`config.mk`:
```
export PLATFORM = sky130hd
export DESIGN_NAME = mul_div_unit
export DESIGN_NICKNAME = d
export VERILOG_FILES = /design/src/rtl/mul_div_unit.sv
export SDC_FILE = /design/constraint.sdc
export NUM_CORES = 1
export LEC_CHECK = 0
export CAP_MARGIN = 20
export CORE_UTILIZATION = 30
export CTS_CLUSTER_SIZE = 30
export DETAILED_ROUTE_END_ITERATION = 12
export PLACE_DENSITY = 0.52
export SKIP_CTS_REPAIR_TIMING = 1
export SYNTH_ARGS = -nofsm -noshare
export SYNTH_HDL_FRONTEND = slang
export SYNTH_SLANG_ARGS = --single-unit
```
`constraint.sdc`:
```
create_clock -name clk -period 4.1 [get_ports clk]
set_input_delay 0.82 -clock clk [delete_from_list [all_inputs] [get_ports clk]]
set_output_delay 0.82 -clock clk [all_outputs]
set_load 0.01 [all_outputs]
```
`src/rtl/mul_div_unit.sv`:
```
// Iterative unsigned multiply (shift-add) and divide (restoring) unit.
// One operand bit per cycle; results held in hi/lo until the next op completes.
module mul_div_unit #(
   parameter int WIDTH = 16,
   parameter int CW    = 5
) (
   input  logic             clk,
   input  logic             reset,
   input  logic             start,
   input  logic             op,
   input  logic [WIDTH-1:0] a,
   input  logic [WIDTH-1:0] b,
   output logic             busy,
   output logic             done,
   output logic             div_zero,
   output logic [WIDTH-1:0] hi,
   output logic [WIDTH-1:0] lo
);

   typedef enum logic [1:0] {
      S_IDLE,
      S_BUSY,
      S_DONE
   } state_t;

   state_t state, state_n;

   logic [CW-1:0]    cnt;
   logic             opr;
   logic             dz_p;
   logic [WIDTH-1:0] breg;
   logic [WIDTH-1:0] acc, acc_n;
   logic [WIDTH-1:0] q, q_n;
   logic [WIDTH:0]   sum;
   logic [WIDTH:0]   shf;
   logic             accept;
   logic             last;

   assign accept = start && (state != S_BUSY);
   assign last   = (state == S_BUSY) &&
                   (dz_p || (cnt == CW'(WIDTH - 1)));
   assign busy   = (state == S_BUSY);
   assign done   = (state == S_DONE);

   always_ff @(posedge clk or posedge reset) begin
      if (reset) state <= S_IDLE;
      else       state <= state_n;
   end

   always_comb begin
      state_n = state;
      unique case (state)
         S_IDLE:  if (start) state_n = S_BUSY;
         S_BUSY:  if (last) state_n = S_DONE;
         S_DONE:  state_n = start ? S_BUSY : S_IDLE;
         default: state_n = S_IDLE;
      endcase
   end

   // acc holds the running upper product / partial remainder
   always_comb begin
      sum   = {1'b0, acc} + {1'b0, (q[0] ? breg : '0)};
      shf   = {acc, q[WIDTH-1]};
      acc_n = acc;
      q_n   = q;
      if (!opr) begin
         acc_n = sum[WIDTH:1];
         q_n   = {sum[0], q[WIDTH-1:1]};
      end else if (shf >= {1'b0, breg}) begin
         acc_n = WIDTH'(shf - {1'b0, breg});
         q_n   = {q[WIDTH-2:0], 1'b1};
      end else begin
         acc_n = shf[WIDTH-1:0];
         q_n   = {q[WIDTH-2:0], 1'b0};
      end
   end

   always_ff @(posedge clk or posedge reset) begin
      if (reset) begin
         cnt      <= '0;
         opr      <= 1'b0;
         dz_p     <= 1'b0;
         breg     <= '0;
         acc      <= '0;
         q        <= '0;
         hi       <= '0;
         lo       <= '0;
         div_zero <= 1'b0;
      end else if (accept) begin
         cnt      <= '0;
         opr      <= op;
         dz_p     <= op && (b == '0);
         breg     <= b;
         acc      <= '0;
         q        <= a;
         div_zero <= 1'b0;
      end else if (state == S_BUSY) begin
         if (dz_p) begin
            hi       <= q;
            lo       <= '1;
            div_zero <= 1'b1;
         end else begin
            acc <= acc_n;
            q   <= q_n;
            cnt <= cnt + 1'b1;
            if (last) begin
               hi <= acc_n;
               lo <= q_n;
            end
         end
      end
   end

endmodule

```
Yosys cells after proc, flatten, opt, wreduce, memory -nomap -nowiden

Index checks and enable logic that the tools add are counted.

Flip-flop bits (word level): 90
Bits of input ports: 36
Output and inout bits: 35
Logic and storage cells: 60

Add/sub/neg operators: 3
Magnitude comparators: 1
Equal/unequal tests: 7
Mux-type cells: 25
Bitwise operators: 1
Reduce and logical (&&, ||, !) cells: 13

Operators with widths:

| operator              | count |
|---|---|
| $mux W16              | 14 |
| $add A16 B16 Y17      | 1 |
| $ge A17 B16 Y1        | 1 |
| $logic_not A16 Y1     | 1 |
| $sub A16 B16 Y16      | 1 |
| $mux W5               | 3 |
| $ne A2 B1 Y1 const B  | 3 |
| $pmux W2 S3           | 1 |
| $reduce_and A2 Y1     | 3 |
| $reduce_bool A2 Y1    | 3 |
| $add A5 B1 Y5 const B | 1 |
| $eq A5 B4 Y1 const B  | 1 |
| $mux W1               | 5 |
| $mux W2               | 2 |
| $logic_and A1 B1 Y1   | 3 |
| $reduce_and A3 Y1     | 1 |
| $eq A2 B1 Y1 const B  | 1 |
| $eq A2 B2 Y1 const B  | 1 |
| $logic_not A2 Y1      | 1 |
| $ne A2 B2 Y1 const B  | 1 |
| $logic_or A1 B1 Y1    | 1 |
| $not A1 Y1            | 1 |

Depth between registers and ports, before layout

Word-level depth: 6
Gate-level depth with buffers: 14
Mapped depth without buffers: 12

Worst setup path after synthesis

No wires, ideal clock.

Path kind: register -> register
From: reg q[0]
To: reg hi[13]
Arrival: 2865 ps
Required time: 4023 ps
Slack: 1158 ps
Cell stages (with the launch flop): 15
Cells stage by stage: dfrtp_1 > clkbuf_1 > clkbuf_1 > and2_1 > ha_1 > inv_1 > fa_1 > nor2b_1 > o31a_1 > o21ai_1 > o21ai_1 > a2111o_1 > a21oi_1 > or3_1 > a21oi_1

Word-level cells in the longest chain between the ends: 5

RTL lines:

| what                   | RTL line | RTL |
|---|---|---|
| from (decl)            | 33       | `logic [WIDTH-1:0] q, q_n;` |
| from (signal assigned) | 104      | `q <= q_n;` |
| $mux W16               | 62       | `sum = {1'b0, acc} + {1'b0, (q[0] ? breg : '0)};` |
| $add A16 B16 Y17       | 62       |  |
| $mux W16               | 66       | `if (!opr) begin` |
| $mux W16               | 106      | `if (last) begin` |
| $mux W16               | 98       | `if (dz_p) begin` |
| to (signal assigned)   | 99       | `hi <= q;` |
| to (signal assigned)   | 107      | `hi <= acc_n;` |
| to (decl)              | 16       | `output logic [WIDTH-1:0] hi,` |

Every way passes these cells. The select of a mux whose other input is x is not followed.
A chain may end at the register's enable or synchronous reset.

Worst setup path in the final report

From: reg acc[4]
To: reg hi[12]

Word-level cells in the longest chain between the ends: 5
Elaborated cells on any way between the ends: 7
Those cells by class: 2 x add/sub; 1 x order compare; 4 x mux

RTL lines:

| what                                               | RTL line | RTL |
|---|---|---|
| from (decl)                                        | 32       | `logic [WIDTH-1:0] acc, acc_n;` |
| from (signal assigned)                             | 103      | `acc <= acc_n;` |
| $sub A16 B16 Y16 or $ge A17 B16 Y1 (tied branches) | 70, 69   |  |
| $mux W16                                           | 69       | `end else if (shf >= {1'b0, breg}) begin` |
| $mux W16 *                                         | 66       |  |
| $mux W16 *                                         | 106      |  |
| $mux W16 *                                         | 98       |  |

Mark *: on every way between the ends. The rest lies on a longest branch, timed or not. The select of a mux whose other input is x is not followed.

==> results.yml <==
setup_path:
  max_stage_delay_ns: 0.55
  path_cells: "ha_1, nand4_1, nor4_1, or2_2, o21a_4, o21ai_0, a221o_1, o21ai_0"
  cp_max_fo: 15
  cp-start-kind: "flip-flop"
  cp_data_arrival_time_ns: 3.22
  required_ns: 4.37
  crit_slowest_cell: "nor4_1"
  crit_top_cell: "o21ai_0"
  worstSetupEndpointType: "flip-flop"
  critical_path_class: "flip-flop to flip-flop"
pwr:
  p_leak_nw: 3.169
  p_per_area_mw_per_mm2: 989.6
  ir_worst_vdd_mv: 0.3381
floorplanning:
  pin_count: 71
  num_rows: 51
  core_sq_mm: 0.01940
  die_area_sq_mm: 0.02032
  die_x_microns: 142.6
  initial_core_util_pct: 30.55
  die_h_microns: 142.6
cts:
  ctsRootBufferMaster: "clkbuf_16"
  numCtsBuffers: 9
  clk_latency_ns: 0.35
  clockBufferDepth: 2
  clkTransAtPathRegs_ns: 0.07
  htreeDepth: 3
  clock_sinks: 90
  cts_tree: "built"
timing:
  final_hold_viol_count: 0
  finalSetupViolations: 0
  fin_skew_ns: 0.01073
  clock.fmax_mhz: 338.7
  worst_pin_slew_ns: 1.041
  slew_headroom_pct: 30.35
  fin_crit_ns: 2.952
  rsz0062_at_grt: "no"
  fin_tns_setup_ns: 0
  period_share_pct: 72.00
  maxSlewViolCount: 0
route:
  drc: 0
  wl_per_cell_microns: 17.26
  vias: 5203
  drt_iter0_markers: 301
  drtPass1Iterations: 6
  routed_wl_microns: 17590
  ant_nets: 0
  vias_per_cell: 5.106
layout:
  area_delta_synth_final_pct: 20.77
  antenna_cells: 0
  fillerInstances: 2024
  final_cell_count_no_fill: 1019
  drive_gt1_share_pct: 5.438
  final_nets: 823
global_routing:
  grt_pass1_vias: 5174
  grt_max_degree: 69
  antenna_found_initial: 0
  grt_pass1_wl_microns: 28500
  gr-total-overflow: 0
  track_usage_pct: 18.36
synth:
  ys_ff_latch: 90
  synth_xor_area_share_pct: 3.103
  synth_nets: 769
  yosys.area_share.simple_pct: 17.18
  yosys.area.top_type: "dfrtp_1"
  synth.avg_cell_area_sq_um: 8.503
  yosysSeqAreaShare_pct: 38.00
  synthAdderAreaFrac_pct: 7.853
  synth_compound_gate_area_share_pct: 26.11
  synthFlopType: "dfrtp_1"
  synth-edff-count: 0
  yosys_warnings: 0
  synth_top_area_share_pct: 38.00
  synth_async_sr_flop_share_pct: 100.0
  synthMuxAreaShare_pct: 2.977
  ys_top_cells_by_area: "dfrtp_1, ha_1, o21ai_0"
  synth_top_family_by_area: "compound AO/OA/AOI/OAI gates"
  syn_area_sq_mm: 0.005927
  synthDistinctLibCells: 60
  synth_cells: 697
place:
  io_buffers: 70
  dpl.hpwl_microns: 12950
  dp_cells: 1005
  gp_congestion: 0.9218
outcome:
  outcome: "complete, no violations"
hold_path:
  hold_class: "flip-flop to flip-flop"
job:
  drv_cap: 0
-- worst max-delay path, delay by kind of cell, from the launching register on --
| family | cells | cell delay (ns) |
|---|---|---|
| flip-flops | 1 | 0.44 |
| adder cells (fa/ha/maj) | 1 | 0.42 |
| AND/OR/NAND/NOR | 3 | 1.00 |
| AO/OA/AOI/OAI | 4 | 1.01 |
-- cell type report --
| class | count | area, sq um | share of cell area [%] |
|---|---|---|---|
| flip-flops and latches | 90 | 2253 | 31.48 |
| clock buffers | 10 | 239.0 | 3.339 |
| inverters | 34 | 130.1 | 1.818 |
| multi-input cells | 535 | 3393 | 47.40 |
| well taps | 265 | 331.6 | 4.632 |
| clock inverters | 4 | 27.53 | 0.3845 |
| repair buffers | 81 | 783.3 | 10.94 |
-- metrics by stage --
step | utilization [%] | setup WS, ns | power [mW] | hold WS [ns] | cell area [sq um]
final | 36.90 | 1.148 | 7.083 | 0.4848 | 7158
after global routing | 36.90 | 0.7988 | 7.767 | 0.5054 | 7158
after CTS | 36.90 | 1.175 | 7.121 | 0.4853 | 7158
after detailed placement | 35.53 | 1.189 | 6.293 | 0.4703 | 6892
after global placement | 35.53 | 1.251 | 6.303 | 0.4634 | 6892
after floorplan | - | 0.9447 | 4.980 | 0.4498 | 5927
-- layer usage --
layer  up-vias  track usage (%)  share of wire [%]
met5         -                0                  0
met4         0            6.338                1.8
met3        19            2.389                2.6
met2        79            30.16                 48
met1      2511            24.74                 48
li1       2594                -                  -
-- kinds of logic after synthesis --
group                    count (synthesis)
AO/OA/AOI/OAI                          244
AND/OR/NAND/NOR                        217
flip-flops                              90
buffers and inverters                   72
adder cells (fa/ha/maj)                 36
XOR/XNOR                                21
multiplexers                            17
-- cells in the final DEF, fill, tap and decap left out, types with 3 or more instances in the layout --
cell type	n
dfrtp_1	89
nand2_1	86
o21ai_0	78
clkdlybuf4s50_1	70
a21oi_1	57
nor2_1	45
ha_1	34
inv_1	33
a211oi_1	17
nor2b_1	16
and2_1	16
a211o_1	16
a21o_1	14
nand3_1	12
xnor2_1	12
mux2i_1	12
buf_4	11
o21ai_1	9
and3_1	9
xor2_1	9
clkbuf_16	9
nand4_1	7
o21a_1	7
a22o_1	7
nor3_1	6
a31oi_1	6
a2111oi_0	4
nand3b_1	4
mux2_2	4
o21bai_1	4
nor4_1	3
or2_2	3
nand2b_1	3
o31a_1	3
o31ai_1	3
-- final timing paths --
path | startpoint | endpoint | slack [ns] | cells past startpoint
min reg2reg | cnt[4] | cnt[4] | 0.48 | 2
max in group asynchronous | reset | breg[5] | 2.35 | 3
min in group asynchronous | reset | lo[12] | 1.00 | 2
max reg2reg | acc[4] | hi[12] | 1.15 | 8
max | acc[4] | hi[12] | 1.15 | 8
min | cnt[4] | cnt[4] | 0.48 | 2
-- synth_stat cells (all sizes together), types with 4 or more instances --
cell     instances
a22o             7
a21oi           58
o21bai           5
a2111oi          4
nor2b           16
clkbuf          33
o21ai           88
nand3           12
and2            17
nor3             6
nand3b           4
dfrtp           90
buf              5
a21o            14
ha              34
o31a             4
a31oi            7
nand2           86
a211oi          17
mux2             5
mux2i           12
nor2            45
a211o           16
xor2             9
o21a             8
nand4            7
and3             9
xnor2           12
inv             34
-- power breakdown --
group          switching (mW)  internal, mW  total (mW)
sequential              0.388          1.31        1.70
combinational            2.59          2.01        4.59
clock                   0.367         0.422       0.789
total                    3.34          3.74        7.08
-- flip-flops by register name, summed over array words and instances (netlist names) --
name	flops
opr	1
hi	16
breg	16
dz_p	1
lo	16
cnt	5
q	16
state	2
div_zero	1
acc	16
Note: power is estimated with default switching activity, not from simulation.
==> variant (same settings) <==
Change the parameter `CW` from 5 to 4.
--- a/src/rtl/mul_div_unit.sv
+++ b/src/rtl/mul_div_unit.sv
@@ -3,5 +3,5 @@
 module mul_div_unit #(
    parameter int WIDTH = 16,
-   parameter int CW    = 5
+   parameter int CW    = 4
 ) (
    input  logic             clk,
Check against the original RTL: same outputs for any inputs over 10 cycles, from zero or initial values and one cycle with reset high; that may be too few to reach the edited logic, so the function may still have changed.
==> variant against the original RTL <==
- total power up 1.3%
- non-clock buffer count down 1
- design area down 3.5%
- largest power group unchanged
- global-route usage up 0.065 points
- clock power up 2%
- critical path depth up 4
- cell count down 8.4%
- wire length down 1.4%
- worst setup slack worse by 0.44 ns
- sequential cell count down 1
- area after synthesis down 4.5%
- critical endpoint is now acc[13]
- sequential power up 6%
==> variant: results (changes against the original RTL) <==
{| class="wikitable"
! Metric !! Value
|-
| Global-route wire length before repair || 27800 um (was 28500 um)
|-
| Share of the yosys chip area belonging to registers || 39.4% (was 38.0%)
|-
| Number of optimization iterations in the first detailed-route pass || 5 (was 6)
|-
| Netlist cell types || 61 (was 60)
|-
| Placed wire-length estimate || 12800 um (was 12900 um)
|-
| Tot GR Track Use || 18.4% (about the same)
|-
| Syn_nets || 707 (was 769)
|-
| Detailed-route via count || 5050 (was 5203)
|-
| Clock slew at the register clock pins of the worst setup and hold paths || 0.07 ns (about the same)
|-
| Share of post-route cells with drive strength above 1 || 5.54% (was 5.44%)
|-
| Largest vdd supply drop || 0.301 mV (was 0.338 mV)
|-
| Asr flop ratio synth || 100% (unchanged)
|-
| Total wirelength of the detailed-routed design || 17300 um (was 17600 um)
|-
| Critical Path Sink || acc[13] (was hi[12])
|-
| Leading post-synthesis cells by cell area || sky130_fd_sc_hd__dfrtp_1 (39%), sky130_fd_sc_hd__ha_1 (7.3%), sky130_fd_sc_hd__o21ai_0 (4.9%), sky130_fd_sc_hd__mux2i_1 (4.6%), sky130_fd_sc_hd__nand2_1 (4.6%) (was sky130_fd_sc_hd__dfrtp_1 (38%), sky130_fd_sc_hd__ha_1 (7.2%), sky130_fd_sc_hd__o21ai_0 (6.6%), sky130_fd_sc_hd__nand2_1 (5.4%), sky130_fd_sc_hd__a21oi_1 (4.8%))
|-
| DRC marker count from the first detailed-route iteration || 319 (was 301)
|-
| First element of the critical path || q[0] (was acc[4])
|-
| # nets final || 770 (was 823)
|-
| Antenna violations before repair || 0 (unchanged)
|-
| Worst-case register-to-register setup slack || 0.70 ns (was 1.15 ns)
|-
| Maximum number of pins on one net before global-route repair || 50 (was 69)
|-
| Final GP Congestion || 0.895 (was 0.922)
|-
| Result of the run || completed (unchanged)
|-
| Via count of the first global-routing pass || 4992 (was 5174)
|-
| Cell count of the worst reg-to-reg path || 12 (was 8)
|-
| Commonest cells in the synthesized netlist || sky130_fd_sc_hd__dfrtp_1 (89), sky130_fd_sc_hd__nand2_1 (69), sky130_fd_sc_hd__nor2_1 (61) (was sky130_fd_sc_hd__dfrtp_1 (90), sky130_fd_sc_hd__nand2_1 (86), sky130_fd_sc_hd__o21ai_0 (78))
|-
| Crit path DAT || 3.60 ns (was 3.22 ns)
|-
| Leak Pwr || 3.07 nW (was 3.17 nW)
|-
| Actual slew at the worst max-slew pin || 1.06 ns (was 1.04 ns)
|-
| Highest net fanout along the worst path || 19 (was 15)
|-
| Max Clock Skew || 0.00602 ns (was 0.0107 ns)
|-
| Cell area after placement || 0.00663 sq mm (was 0.00689 sq mm)
|-
| H-tree lvl count || 3 (unchanged)
|}
## variant: layout make-up
class	instances	area, sq um
multi-input cells	487	3210
clock inverters	5	37.5
well taps	229	287
fillers	1799	11300
repair buffers	80	783
clock buffers	11	243
flip-flops and latches	89	2230
inverters	32	121
## variant: kinds of logic (layout without fill, tap and decap cells)
logic type,Yosys count,after routing,share of synthesized area (%)
compound gates,194,194,22.8
xor+xnor,21,21,3.25
fa+ha+maj,35,35,8.01
buf+inv,60,128,4.18
flops,89,89,39.4
mux,30,30,5.46
simple gates,207,207,17.0
## variant: worst min-delay path by stage
| stage | startpoint | to | slack [ns] | cells after the start |
|---|---|---|---|---|
| finish | state[0] | state[0] | 0.50 | 1 |
| global route | state[0] | state[0] | 0.52 | 1 |
| CTS | state[0] | state[0] | 0.51 | 1 |
| detailed placement | div_zero | div_zero | 0.49 | 2 |
| global placement | div_zero | div_zero | 0.47 | 2 |
| floorplan | cnt[2] | cnt[2] | 0.46 | 1 |
## variant: layer usage
layer  share of wire (%)  up-vias  wire (um)  global-route usage [%]
met1                  47     2432       8230                    25.9
met2                  44      177       7610                    28.1
met5                   0        -          0                       0
li1                    -     2419          -                       -
met4                 1.8        0        304                    4.91
met3                 6.9       22       1200                    4.51
## variant: critical path: stages (launching register included)
cell,delay [ns]
sky130_fd_sc_hd__dfrtp_1,0.76
sky130_fd_sc_hd__and2_1,0.22
sky130_fd_sc_hd__ha_1,0.19
sky130_fd_sc_hd__inv_1,0.07
sky130_fd_sc_hd__fa_1,0.37
sky130_fd_sc_hd__nand2b_1,0.20
sky130_fd_sc_hd__a21oi_1,0.34
sky130_fd_sc_hd__o2111ai_1,0.27
sky130_fd_sc_hd__nand2_1,0.14
sky130_fd_sc_hd__a221oi_1,0.11
sky130_fd_sc_hd__xnor2_1,0.16
sky130_fd_sc_hd__a22oi_1,0.28
sky130_fd_sc_hd__o21ai_0,0.14
## variant: through the flow
step | worst slack, ns | power [mW] | cells | hold slack, ns
after floorplan | 0.973 | 4.94 | 636 | 0.464
after global placement | 0.732 | 6.25 | 916 | 0.474
after global routing | 0.475 | 7.77 | 933 | 0.520
after CTS | 0.707 | 7.18 | 933 | 0.507
final | 0.705 | 7.17 | 933 | 0.503
after detailed placement | 0.726 | 6.32 | 917 | 0.493
## variant: report_power, final
group | switching (mW) | internal (mW)
clock | 0.376 | 0.432
sequential | 0.493 | 1.32
combinational | 2.52 | 2.03
total | 3.39 | 3.78
